==> src/rtl/fp_pkg.sv <==
// Shared constants and FSM state type for the single-precision normaliser.
package fp_pkg;

    localparam int unsigned EXP_W   = 8;
    localparam int unsigned MANT_W  = 24;
    localparam int unsigned BIAS    = 127;
    localparam int unsigned EXP_MAX = 255;

    typedef enum logic [1:0] {
        StIdle,
        StNorm,
        StHold
    } state_e;

endpackage

==> src/rtl/fp_exp_step.sv <==
// Saturating exponent increment/decrement with max/min detection.
module fp_exp_step
    import fp_pkg::*;
#(
    parameter int unsigned W = 8
) (
    input  logic [W-1:0] exp_cur,
    output logic [W-1:0] exp_inc,
    output logic [W-1:0] exp_dec,
    output logic         at_max,
    output logic         at_min,
    output logic         inc_at_max
);

    // Increment holds at EXP_MAX; decrement holds at 1 (or at 0 if already there).
    assign at_max     = (exp_cur == W'(EXP_MAX));
    assign at_min     = (exp_cur <= W'(1));
    assign exp_inc    = at_max ? exp_cur : exp_cur + W'(1);
    assign exp_dec    = at_min ? exp_cur : exp_cur - W'(1);
    assign inc_at_max = (exp_inc == W'(EXP_MAX));

endmodule

==> src/rtl/fp_normalizer.sv <==
// Iterative post-add normaliser: one shift per cycle, result held until consumed.
module fp_normalizer
    import fp_pkg::*;
#(
    parameter int unsigned EXP_W  = 8,
    parameter int unsigned MANT_W = 24
) (
    input  logic              clk,
    input  logic              rst,
    input  logic              in_valid,
    output logic              in_ready,
    input  logic              in_sign,
    input  logic [EXP_W-1:0]  in_exp,
    input  logic [MANT_W:0]   in_mant,
    output logic              out_valid,
    input  logic              out_ready,
    output logic [31:0]       out_result,
    output logic [2:0]        out_flags
);

    localparam int unsigned FRAC_W = MANT_W - 1;

    state_e             state_q, state_d;
    logic               sign_q, sign_d;
    logic [EXP_W-1:0]   exp_q, exp_d;
    logic [MANT_W:0]    mant_q, mant_d;
    logic [31:0]        result_q, result_d;
    logic [2:0]         flags_q, flags_d;

    logic [EXP_W-1:0]   exp_inc, exp_dec;
    logic               at_max, at_min, inc_at_max;

    fp_exp_step #(
        .W (EXP_W)
    ) u_exp_step (
        .exp_cur    (exp_q),
        .exp_inc    (exp_inc),
        .exp_dec    (exp_dec),
        .at_max     (at_max),
        .at_min     (at_min),
        .inc_at_max (inc_at_max)
    );

    always_comb begin
        state_d  = state_q;
        sign_d   = sign_q;
        exp_d    = exp_q;
        mant_d   = mant_q;
        result_d = result_q;
        flags_d  = flags_q;
        unique case (state_q)
            StIdle: begin
                if (in_valid) begin
                    sign_d  = in_sign;
                    exp_d   = in_exp;
                    mant_d  = in_mant;
                    state_d = StNorm;
                end
            end
            StNorm: begin
                // Rule order matters: overflow and zero outrank any shifting.
                if (at_max) begin
                    result_d = 32'({sign_q, {EXP_W{1'b1}}, {FRAC_W{1'b0}}});
                    flags_d  = 3'b100;
                    state_d  = StHold;
                end else if (mant_q == '0) begin
                    result_d = '0;
                    flags_d  = 3'b001;
                    state_d  = StHold;
                end else if (mant_q[MANT_W]) begin
                    mant_d  = mant_q >> 1;
                    exp_d   = exp_inc;
                    state_d = StHold;
                    if (inc_at_max) begin
                        result_d = 32'({sign_q, {EXP_W{1'b1}}, {FRAC_W{1'b0}}});
                        flags_d  = 3'b100;
                    end else begin
                        result_d = 32'({sign_q, exp_inc, mant_q[MANT_W-1:1]});
                        flags_d  = 3'b000;
                    end
                end else if (mant_q[MANT_W-1]) begin
                    result_d = 32'({sign_q, exp_q, mant_q[FRAC_W-1:0]});
                    flags_d  = 3'b000;
                    state_d  = StHold;
                end else if (at_min) begin
                    result_d = 32'({sign_q, {EXP_W{1'b0}}, {FRAC_W{1'b0}}});
                    flags_d  = 3'b010;
                    state_d  = StHold;
                end else begin
                    mant_d = mant_q << 1;
                    exp_d  = exp_dec;
                end
            end
            StHold: begin
                if (out_ready) begin
                    state_d = StIdle;
                end
            end
            default: state_d = StIdle;
        endcase
    end

    always_ff @(posedge clk or posedge rst) begin
        if (rst) begin
            state_q  <= StIdle;
            sign_q   <= 1'b0;
            exp_q    <= '0;
            mant_q   <= '0;
            result_q <= '0;
            flags_q  <= '0;
        end else begin
            state_q  <= state_d;
            sign_q   <= sign_d;
            exp_q    <= exp_d;
            mant_q   <= mant_d;
            result_q <= result_d;
            flags_q  <= flags_d;
        end
    end

    assign in_ready   = (state_q == StIdle);
    assign out_valid  = (state_q == StHold);
    assign out_result = result_q;
    assign out_flags  = flags_q;

endmodule

==> config.mk <==
export PLATFORM = sky130hd
export DESIGN_NAME = fp_normalizer
export DESIGN_NICKNAME = d
export VERILOG_FILES = /design/src/rtl/fp_pkg.sv /design/src/rtl/fp_exp_step.sv /design/src/rtl/fp_normalizer.sv
export SDC_FILE = /design/constraint.sdc
export NUM_CORES = 1
export LEC_CHECK = 0
export CAP_MARGIN = 25
export CORE_UTILIZATION = 57
export DETAILED_ROUTE_END_ITERATION = 10
export PLACE_DENSITY_LB_ADDON = 0.08
export SYNTH_ARGS = -nofsm -noshare
export SYNTH_HDL_FRONTEND = slang
export SYNTH_HIERARCHICAL = 1
export SYNTH_SLANG_ARGS = --single-unit
export TNS_END_PERCENT = 20
==> constraint.sdc <==
create_clock -name clk -period 4.8 [get_ports clk]
set_clock_uncertainty 0.15 [all_clocks]
set_input_delay 0.48 -clock clk [delete_from_list [all_inputs] [get_ports clk]]
set_output_delay 0.48 -clock clk [all_outputs]
set_load 0.02 [all_outputs]
Word-level counts from Yosys, hierarchy flattened

Index checks and enable logic that the tools add are counted.

Output and inout bits: 37
Logic and storage cells: 65
Register bits: 71
Bits of input ports: 38

Magnitude comparators: 1
Add/subtract/negate cells: 2
Muxes and demuxes: 35
Eq/ne operators: 11
Reductions and logical operators: 9

Operators with widths:

| kind                  | count |
|---|---|
| $mux W32              | 5 |
| $mux W25              | 3 |
| $mux W24              | 3 |
| $mux W8               | 7 |
| $pmux W25 S2          | 1 |
| $mux W31              | 1 |
| $logic_not A25 Y1     | 1 |
| $mux W3               | 6 |
| $eq A8 B8 Y1 const B  | 2 |
| $pmux W8 S2           | 1 |
| $mux W2               | 7 |
| $add A8 B1 Y8 const B | 1 |
| $le A8 B1 Y1 const B  | 1 |
| $sub A8 B1 Y8 const B | 1 |
| $ne A2 B2 Y1 const B  | 3 |
| $ne A3 B3 Y1 const B  | 2 |
| $ne A6 B5 Y1 const B  | 1 |
| $pmux W2 S3           | 1 |
| $reduce_and A6 Y1     | 1 |
| $reduce_bool A5 Y1    | 1 |
| $reduce_and A2 Y1     | 2 |
| $reduce_and A4 Y1     | 1 |
| $reduce_and A3 Y1     | 1 |
| $eq A2 B1 Y1 const B  | 1 |
| 4 further kinds       | 4 |

Logic depth before layout (Yosys ltp)

Gate-level depths: netlist (run 1).

Depth after elaboration: 7
Gate-level depth with buffers: 12
Depth with buffers taken out: 9

Hierarchy

Netlist (run 1), hierarchy kept.

Modules (own cells, without submodules):

| module        | area each (µm²) | seq. area each (µm²) | times used | cells each |
|---|---|---|---|---|
| fp_normalizer | 3,768.6         | 1,776.7              | 1          | 387 |
| fp_exp_step   | 475.5           | 0.0                  | 1          | 74 |

Worst setup path after synthesis (run 1)

No wires, ideal clock.

Path type: register -> register
Start point: register exp_q[1]
End point: register result_q[0] (netlist: out_result[0])
Cell stages (with the launch flop): 11
Data arrival time: 2.377 ns
Path slack: 2.140 ns
Data required time: 4.517 ns
Path buffers: 2
Clock period less this slack: 2.660 ns
Setup time: 0.133 ns
Path through: dfrtp_1 > ha_1 > nand4_1 > nor2_1 > nand3_1 > a211oi_1 > clkbuf_1 > nor2_1 > clkbuf_1 > a22oi_1 > o21ai_0

Longest elaborated chain between the ends: 7
Elaborated cells on any way between the ends: 11
Those cells by class: 1 x add/sub; 1 x order compare; 2 x eq/ne; 5 x mux; 2 x reduce/logical

RTL lines:

| element                | line                 | source |
|---|---|---|
| start, declared        | fp_normalizer.sv:25  | `logic [EXP_W-1:0] exp_q, exp_d;` |
| start signal, assigned | fp_normalizer.sv:114 | `exp_q <= exp_d;` |
| $eq A8 B8 Y1           | fp_exp_step.sv:16    | `assign at_max = (exp_cur == W'(EXP_MAX));` |
| named net at_max       | fp_normalizer.sv:31  | `logic at_max, at_min, inc_at_max;` |
| $mux W8                | fp_exp_step.sv:18    | `assign exp_inc = at_max ? exp_cur : exp_cur + W'(1);` |
| $eq A8 B8 Y1           | fp_exp_step.sv:20    | `assign inc_at_max = (exp_inc == W'(EXP_MAX));` |
| named net inc_at_max   | fp_normalizer.sv:31  |  |
| $mux W31               | fp_normalizer.sv:74  | `if (inc_at_max) begin` |
| $mux W32               | fp_normalizer.sv:70  | `end else if (mant_q[MANT_W]) begin` |
| $mux W32               | fp_normalizer.sv:66  | `end else if (mant_q == '0) begin` |
| $mux W32               | fp_normalizer.sv:62  | `if (at_max) begin` |
| end signal, assigned   | fp_normalizer.sv:116 | `result_q <= result_d;` |
| end, declared          | fp_normalizer.sv:27  | `logic [31:0] result_q, result_d;` |

The timed path passes the listed nets, and every way through them passes these cells.
A chain may end at the register's enable or synchronous reset.

Worst setup path in the final report (run 1)

Start point: register exp_q[0]
End point: register result_q[10] (netlist: out_result[10])

Elaborated cells on any way between the ends: 11
Those cells by class: 1 x add/sub; 1 x order compare; 2 x eq/ne; 5 x mux; 2 x reduce/logical

RTL lines:

| element                             | line                | source |
|---|---|---|
| $le A8 B1 Y1                        | fp_exp_step.sv:17   | `assign at_min = (exp_cur <= W'(1));` |
| named net at_min                    | fp_normalizer.sv:31 |  |
| $reduce_bool A5 Y1 (no source line) | -                   |  |
| $reduce_and A2 Y1 (no source line)  | -                   |  |

The timed path passes the listed nets, and every way through them passes these cells.

==> results.json, run 1 <==
{
  "synth_top_cell_by_area": "dfrtp_1",
  "fin_util_pct": 73.1,
  "ios": 75,
  "mostFrequentLayoutCells": "nor2_1, clkdlybuf4s50_1, dfrtp_1",
  "grt_max_degree": 47,
  "grt_pass1_wl_mm": 17.2,
  "wl_per_cell_um": 17.2,
  "rr_worst_depth": 11,
  "drc": 0,
  "ff_latch_area_um2": 1780,
  "power_mw": 3.95,
  "ys_seq_elements": 71,
  "status": "complete, no violations",
  "start_util_pct": 58.8,
  "root_buffer": "clkbuf_8",
  "antenna_found_initial": 0,
  "setup_slack_ns": 1.48,
  "holdPathEnd": "out_result[30]",
  "dp_cells": 609,
  "slew_violations": 0,
  "syn_nets": 502,
  "holdPathStages": 2,
  "place_area_um2": 5050,
  "tns_ns": 0,
  "leakage_nw": 2.22,
  "p_per_area_nw_per_um2": 748,
  "area_growth_syn_to_layout_pct": 24.3,
  "syn_inst": 461,
  "cts.clk_slew.worst_paths_ns": 0.08,
  "seq_area_frac_synth_pct": 41.9,
  "fmax_mhz": 301,
  "final_nets": 563,
  "finalSetupViolCount": 0,
  "cp-end-kind": "register",
  "min_period_over_period_pct": 69.2,
  "post-route-min-period_ns": 3.32,
  "drv_cap": 0,
  "r2r_end": "out_result[10]",
  "tritoncts": "built",
  "holdWs_ns": 0.334,
  "fin_area_um2": 5280,
  "diodes": 0,
  "clk_path_buf_depth": 2,
  "die_h_um": 88.3,
  "reg2reg_setup_slack_ns": 1.48,
  "avgSynthCellArea_um2": 9.21,
  "layoutNonFillerInstCount": 626,
  "core_area_um2": 7210,
  "grt_usage_pct": 28.8,
  "final_common_cell": "nor2_1",
  "fp.dieW_um": 88.3,
  "dieArea_um2": 7800,
  "drt_pass1_iterations": 5,
  "gp_congestion": 0.919,
  "relSlewSlack_pct": 43.6,
  "hold_viol": 0,
  "critical_path_required_ns": 4.90,
  "rsz0062_at_grt": "no",
  "worstMarginPinSlew_ns": 0.844,
  "cts.sinks": 71,
  "clock_latency_ns": 0.34,
  "yosysWarnings": 6,
  "drive_gt1_share_pct": 12.9,
  "rows": 31,
  "io_buffers": 74,
  "cts_resized": 0,
  "path_class": "register to register",
  "ir_worst_vdd_v": 0.000374,
  "ant_nets": 0,
  "synth_top_area_share_pct": 41.9,
  "cts_buffers": 9,
  "dpl_worst_slack_ns": 1.16,
  "multi_input_area_um2": 2280,
  "dp_hpwl_mm": 7.28,
  "grt_pass1_vias": 3413,
  "netlist_area_um2": 4240,
  "worstPathArrival_ns": 3.42,
  "cts_max_level": 3,
  "start_kind": "register",
  "vias_per_cell": 6.03,
  "wirelength_mm": 10.8,
  "hold_path.class": "register to register",
  "synthTopCellsByArea": "dfrtp_1, mux2_4, nor2_1",
  "worst-path-max-fanout": 25,
  "hold_buffers": 0,
  "worst_hold_startpoint": "out_result[30]",
  "synth.distinct_cells": 41,
  "drtIter0Drc": 288,
  "grt_overflow": 0,
  "fill_cells": 545,
  "vias": 3772,
  "postCtsSetupRepairBufs": 0,
  "worstReg2RegStart": "exp_q[0]"
}
==> worst max-delay path, cell delays in order (launching register included) <==
cell,delay (ns)
dfrtp_1,0.60
inv_1,0.12
ha_1,0.25
nor2_1,0.18
nor4b_4,0.12
or3_1,0.41
o21ai_0,0.26
o41a_1,0.48
buf_6,0.26
buf_4,0.23
nand2_1,0.07
o21ai_0,0.08
==> area by class of cell <==
type / count / area share (%)
Tap cell: 99 / 2.35
Inverter: 7 / 0.498
Clock buffer: 10 / 2.42
Sequential cell: 71 / 33.7
Clock inverter: 6 / 1.61
Multi-Input combinational cell: 347 / 43.2
Timing Repair Buffer: 86 / 16.2
==> where the power goes <==
part	internal [mW]	switching, mW
registers	0.865	0.409
clock network	0.291	0.230
logic	1.05	1.10
==> logic make-up (layout without fill, tap and decap cells) <==
family / Yosys count / after routing / share of synthesized area [%]
xor+xnor: 6 / 6 / 1.24
flops: 71 / 71 / 41.9
compound gates: 122 / 122 / 19.5
fa+ha+maj: 3 / 3 / 0.885
mux: 44 / 44 / 14.0
buf+inv: 43 / 109 / 4.75
simple gates: 172 / 172 / 17.8
==> cell usage after synthesis (all sizes together) <==
cell and number:
a211oi 9, nand2b 7, or3 3, nor4 7, nor3 5, o211ai 1, nand3 7, and3 2
mux2 34, xor2 2, nor2 82, nand2 54, o2111ai 1, a221oi 21, nor4b 1, a22o 1
a31oi 3, mux2i 10, ha 3, o21ai 47, dfrtp 71, o31ai 2, nor2b 1, a2111o 1
buf 14, nor3b 1, a22oi 22, o41a 1, nand4 2, o41ai 2, a21boi 1, xnor2 4
clkbuf 22, inv 7, a21oi 10
==> sequential cells by signal, summed over array words and instances, names as in the netlist <==
| register | flops |
|---|---|
| state_q | 2 |
| out_result | 32 |
| mant_q | 25 |
| out_flags | 3 |
| sign_q | 1 |
| exp_q | 8 |
==> worst max path at each step <==
stage	start	end	slack, ns
6_report	exp_q[0]	out_result[10]	1.48
5_1_grt	exp_q[0]	out_result[17]	1.22
4_1_cts	exp_q[0]	out_result[10]	1.15
3_5_place_dp	exp_q[0]	out_result[19]	1.16
3_3_place_gp	exp_q[0]	out_result[12]	1.34
2_1_floorplan	exp_q[1]	out_result[0]	2.14
==> layer usage <==
metal / GRT usage [%] / routed length, µm
met4: 11.3 / 175
met2: 40.3 / 4760
met5: 0 / 0
met3: 4.01 / 743
met1: 44.8 / 5090
Note: power is estimated with default switching activity, not from simulation.
==> run 2: changes to the inputs <==
- CORE_UTILIZATION: 57 -> 53
- clock period: 4.8 -> 3.3 ns (I/O delays scaled with it)
==> run 2 against run 1 <==
Against the previous run: register-to-register slack lost 1.1 ns; die area grew 7.4%; count of clock-buffer cells in the layout is the same; critical path depth shrank 2; combinational power grew 49%; critical endpoint is now state_q[1]; worst setup slack lost 1.1 ns; non-clock buffer count grew 7; maximum frequency grew 12%; clock power grew 23%; worst hold slack lost 0.16 ns.
==> results.json, run 2 (same netlist as run 1, synthesis figures left out) <==
{
  "status": "complete, no violations",
  "layoutNonFillerInstCount": 636,
  "met2_usage_pct": 40.1,
  "drt_pass1_iterations": 5,
  "fp.dieW_um": 91.5,
  "grt_pass1_vias": 3500,
  "drv_cap": 0,
  "io_buffers": 74,
  "wirelength_mm": 10.6,
  "final_nets": 570,
  "core_area_um2": 7730,
  "final_common_cell": "nor2_1",
  "vias": 3775,
  "path_class": "register to register",
  "dpl_worst_slack_ns": 0.417,
  "slew_violations": 0,
  "diodes": 0,
  "start_util_pct": 54.9,
  "leakage_nw": 2.23,
  "ios": 75,
  "clk_path_buf_depth": 2,
  "cts.clk_slew.worst_paths_ns": 0.08,
  "grt_overflow": 0,
  "p_comb_share_pct": 57.1,
  "fmax_mhz": 338,
  "top_usage_layer": "met1",
  "grt_usage_pct": 26.9,
  "dp_cells": 620,
  "drive_gt1_share_pct": 14.2,
  "cts.sinks": 71,
  "ant_nets": 0,
  "met3_usage_pct": 4.36,
  "worst-path-max-fanout": 33,
  "grt_max_degree": 46,
  "mostFrequentLayoutCells": "nor2_1, clkdlybuf4s50_1, dfrtp_1",
  "worstMarginPinSlew_ns": 0.618,
  "p_clk_share_pct": 11.4,
  "post-route-min-period_ns": 2.96,
  "rsz0062_at_grt": "no",
  "finalSetupViolCount": 0,
  "drc": 0,
  "setup_slack_ns": 0.338,
  "dieArea_um2": 8370,
  "die_h_um": 91.5,
  "sw_frac_of_total_pct": 44.9,
  "holdWs_ns": 0.171,
  "hold_buffers": 0,
  "p_switching_mw": 2.52,
  "postCtsSetupRepairBufs": 0,
  "antenna_found_initial": 0,
  "start_kind": "register",
  "power.internal_mw": 3.10,
  "hold_viol": 0,
  "vias_per_cell": 5.94,
  "dp_hpwl_mm": 7.40,
  "seq_power_share_pct": 31.5,
  "drtIter0Drc": 279,
  "wl_per_cell_um": 16.7,
  "hold_path.class": "primary input to asynchronous set/reset pin",
  "area_growth_syn_to_layout_pct": 24.3,
  "cts_max_level": 3,
  "rows": 32,
  "cts_resized": 0,
  "largest_reg_flops": 32,
  "min_period_over_period_pct": 89.8,
  "gp_congestion": 0.933,
  "critical_path_required_ns": 3.36,
  "tns_ns": 0,
  "ir_worst_vdd_v": 0.000459,
  "root_buffer": "clkbuf_8",
  "tritoncts": "built",
  "cts_buffers": 9,
  "grt_pass1_wl_mm": 17.7,
  "p_per_area_nw_per_um2": 1070,
  "gr-usage-met1_pct": 40.2,
  "relSlewSlack_pct": 58.6,
  "worstPathArrival_ns": 3.02,
  "cp-end-kind": "register",
  "clock_latency_ns": 0.35
}
==> run 2: routing by layer <==
metal | vias to the layer above | wire length, µm | share of wire [%]
li1 | 1791 | - | -
met1 | 1829 | 4860 | 46
met5 | - | 0 | 0
met2 | 144 | 4890 | 46
met4 | 0 | 101 | 0.95
met3 | 11 | 776 | 7.3
==> run 2: layout make-up <==
cell class                      count  area [µm²]
Clock buffer                       10         138
Clock inverter                      6        43.8
Fill cell                         634        2450
Inverter                            7        26.3
Multi-Input combinational cell    347        2280
Sequential cell                    71        1780
Tap cell                          102         128
Timing Repair Buffer               93         883
==> run 2: worst max-delay path: stages, from the launching register on <==
cell and delay (ns):
dfrtp_1 0.61, inv_1 0.12, ha_1 0.24, nor2_1 0.19, nor4b_4 0.12, or3_1 0.42
o21ai_0 0.29, o41a_1 0.24, buf_4 0.30, o21ai_0 0.14
==> run 2: worst paths after layout <==
path	startpoint	endpoint	slack, ns	cells after the start
worst max-delay path	exp_q[0]	state_q[1]	0.34	9
worst min-delay path	rst	exp_q[7]	0.17	2
worst max register to register	exp_q[0]	state_q[1]	0.34	9
worst min register to register	out_result[8]	out_result[8]	0.33	2
max in group asynchronous	rst	mant_q[2]	2.10	3
min in group clk	out_result[8]	out_result[8]	0.33	2
==> run 2: power groups by stage <==
stage	logic, mW	clock network [mW]	registers, mW
global placement	3.13	0	1.75
global route	3.48	0.686	1.84
detailed placement	3.18	0	1.78
finish	3.21	0.641	1.77
CTS	3.20	0.650	1.76
floorplan	2.23	0	1.78
==> run 2: metrics by stage <==
step                      utilization [%]  area (µm²)  power, mW
after detailed placement             65.9        5090       4.95
after global routing                 68.3        5280       6.01
final                                68.3        5280       5.62
after floorplan                         -        4240       4.01
after global placement               65.9        5090       4.88
after CTS                            68.3        5280       5.61
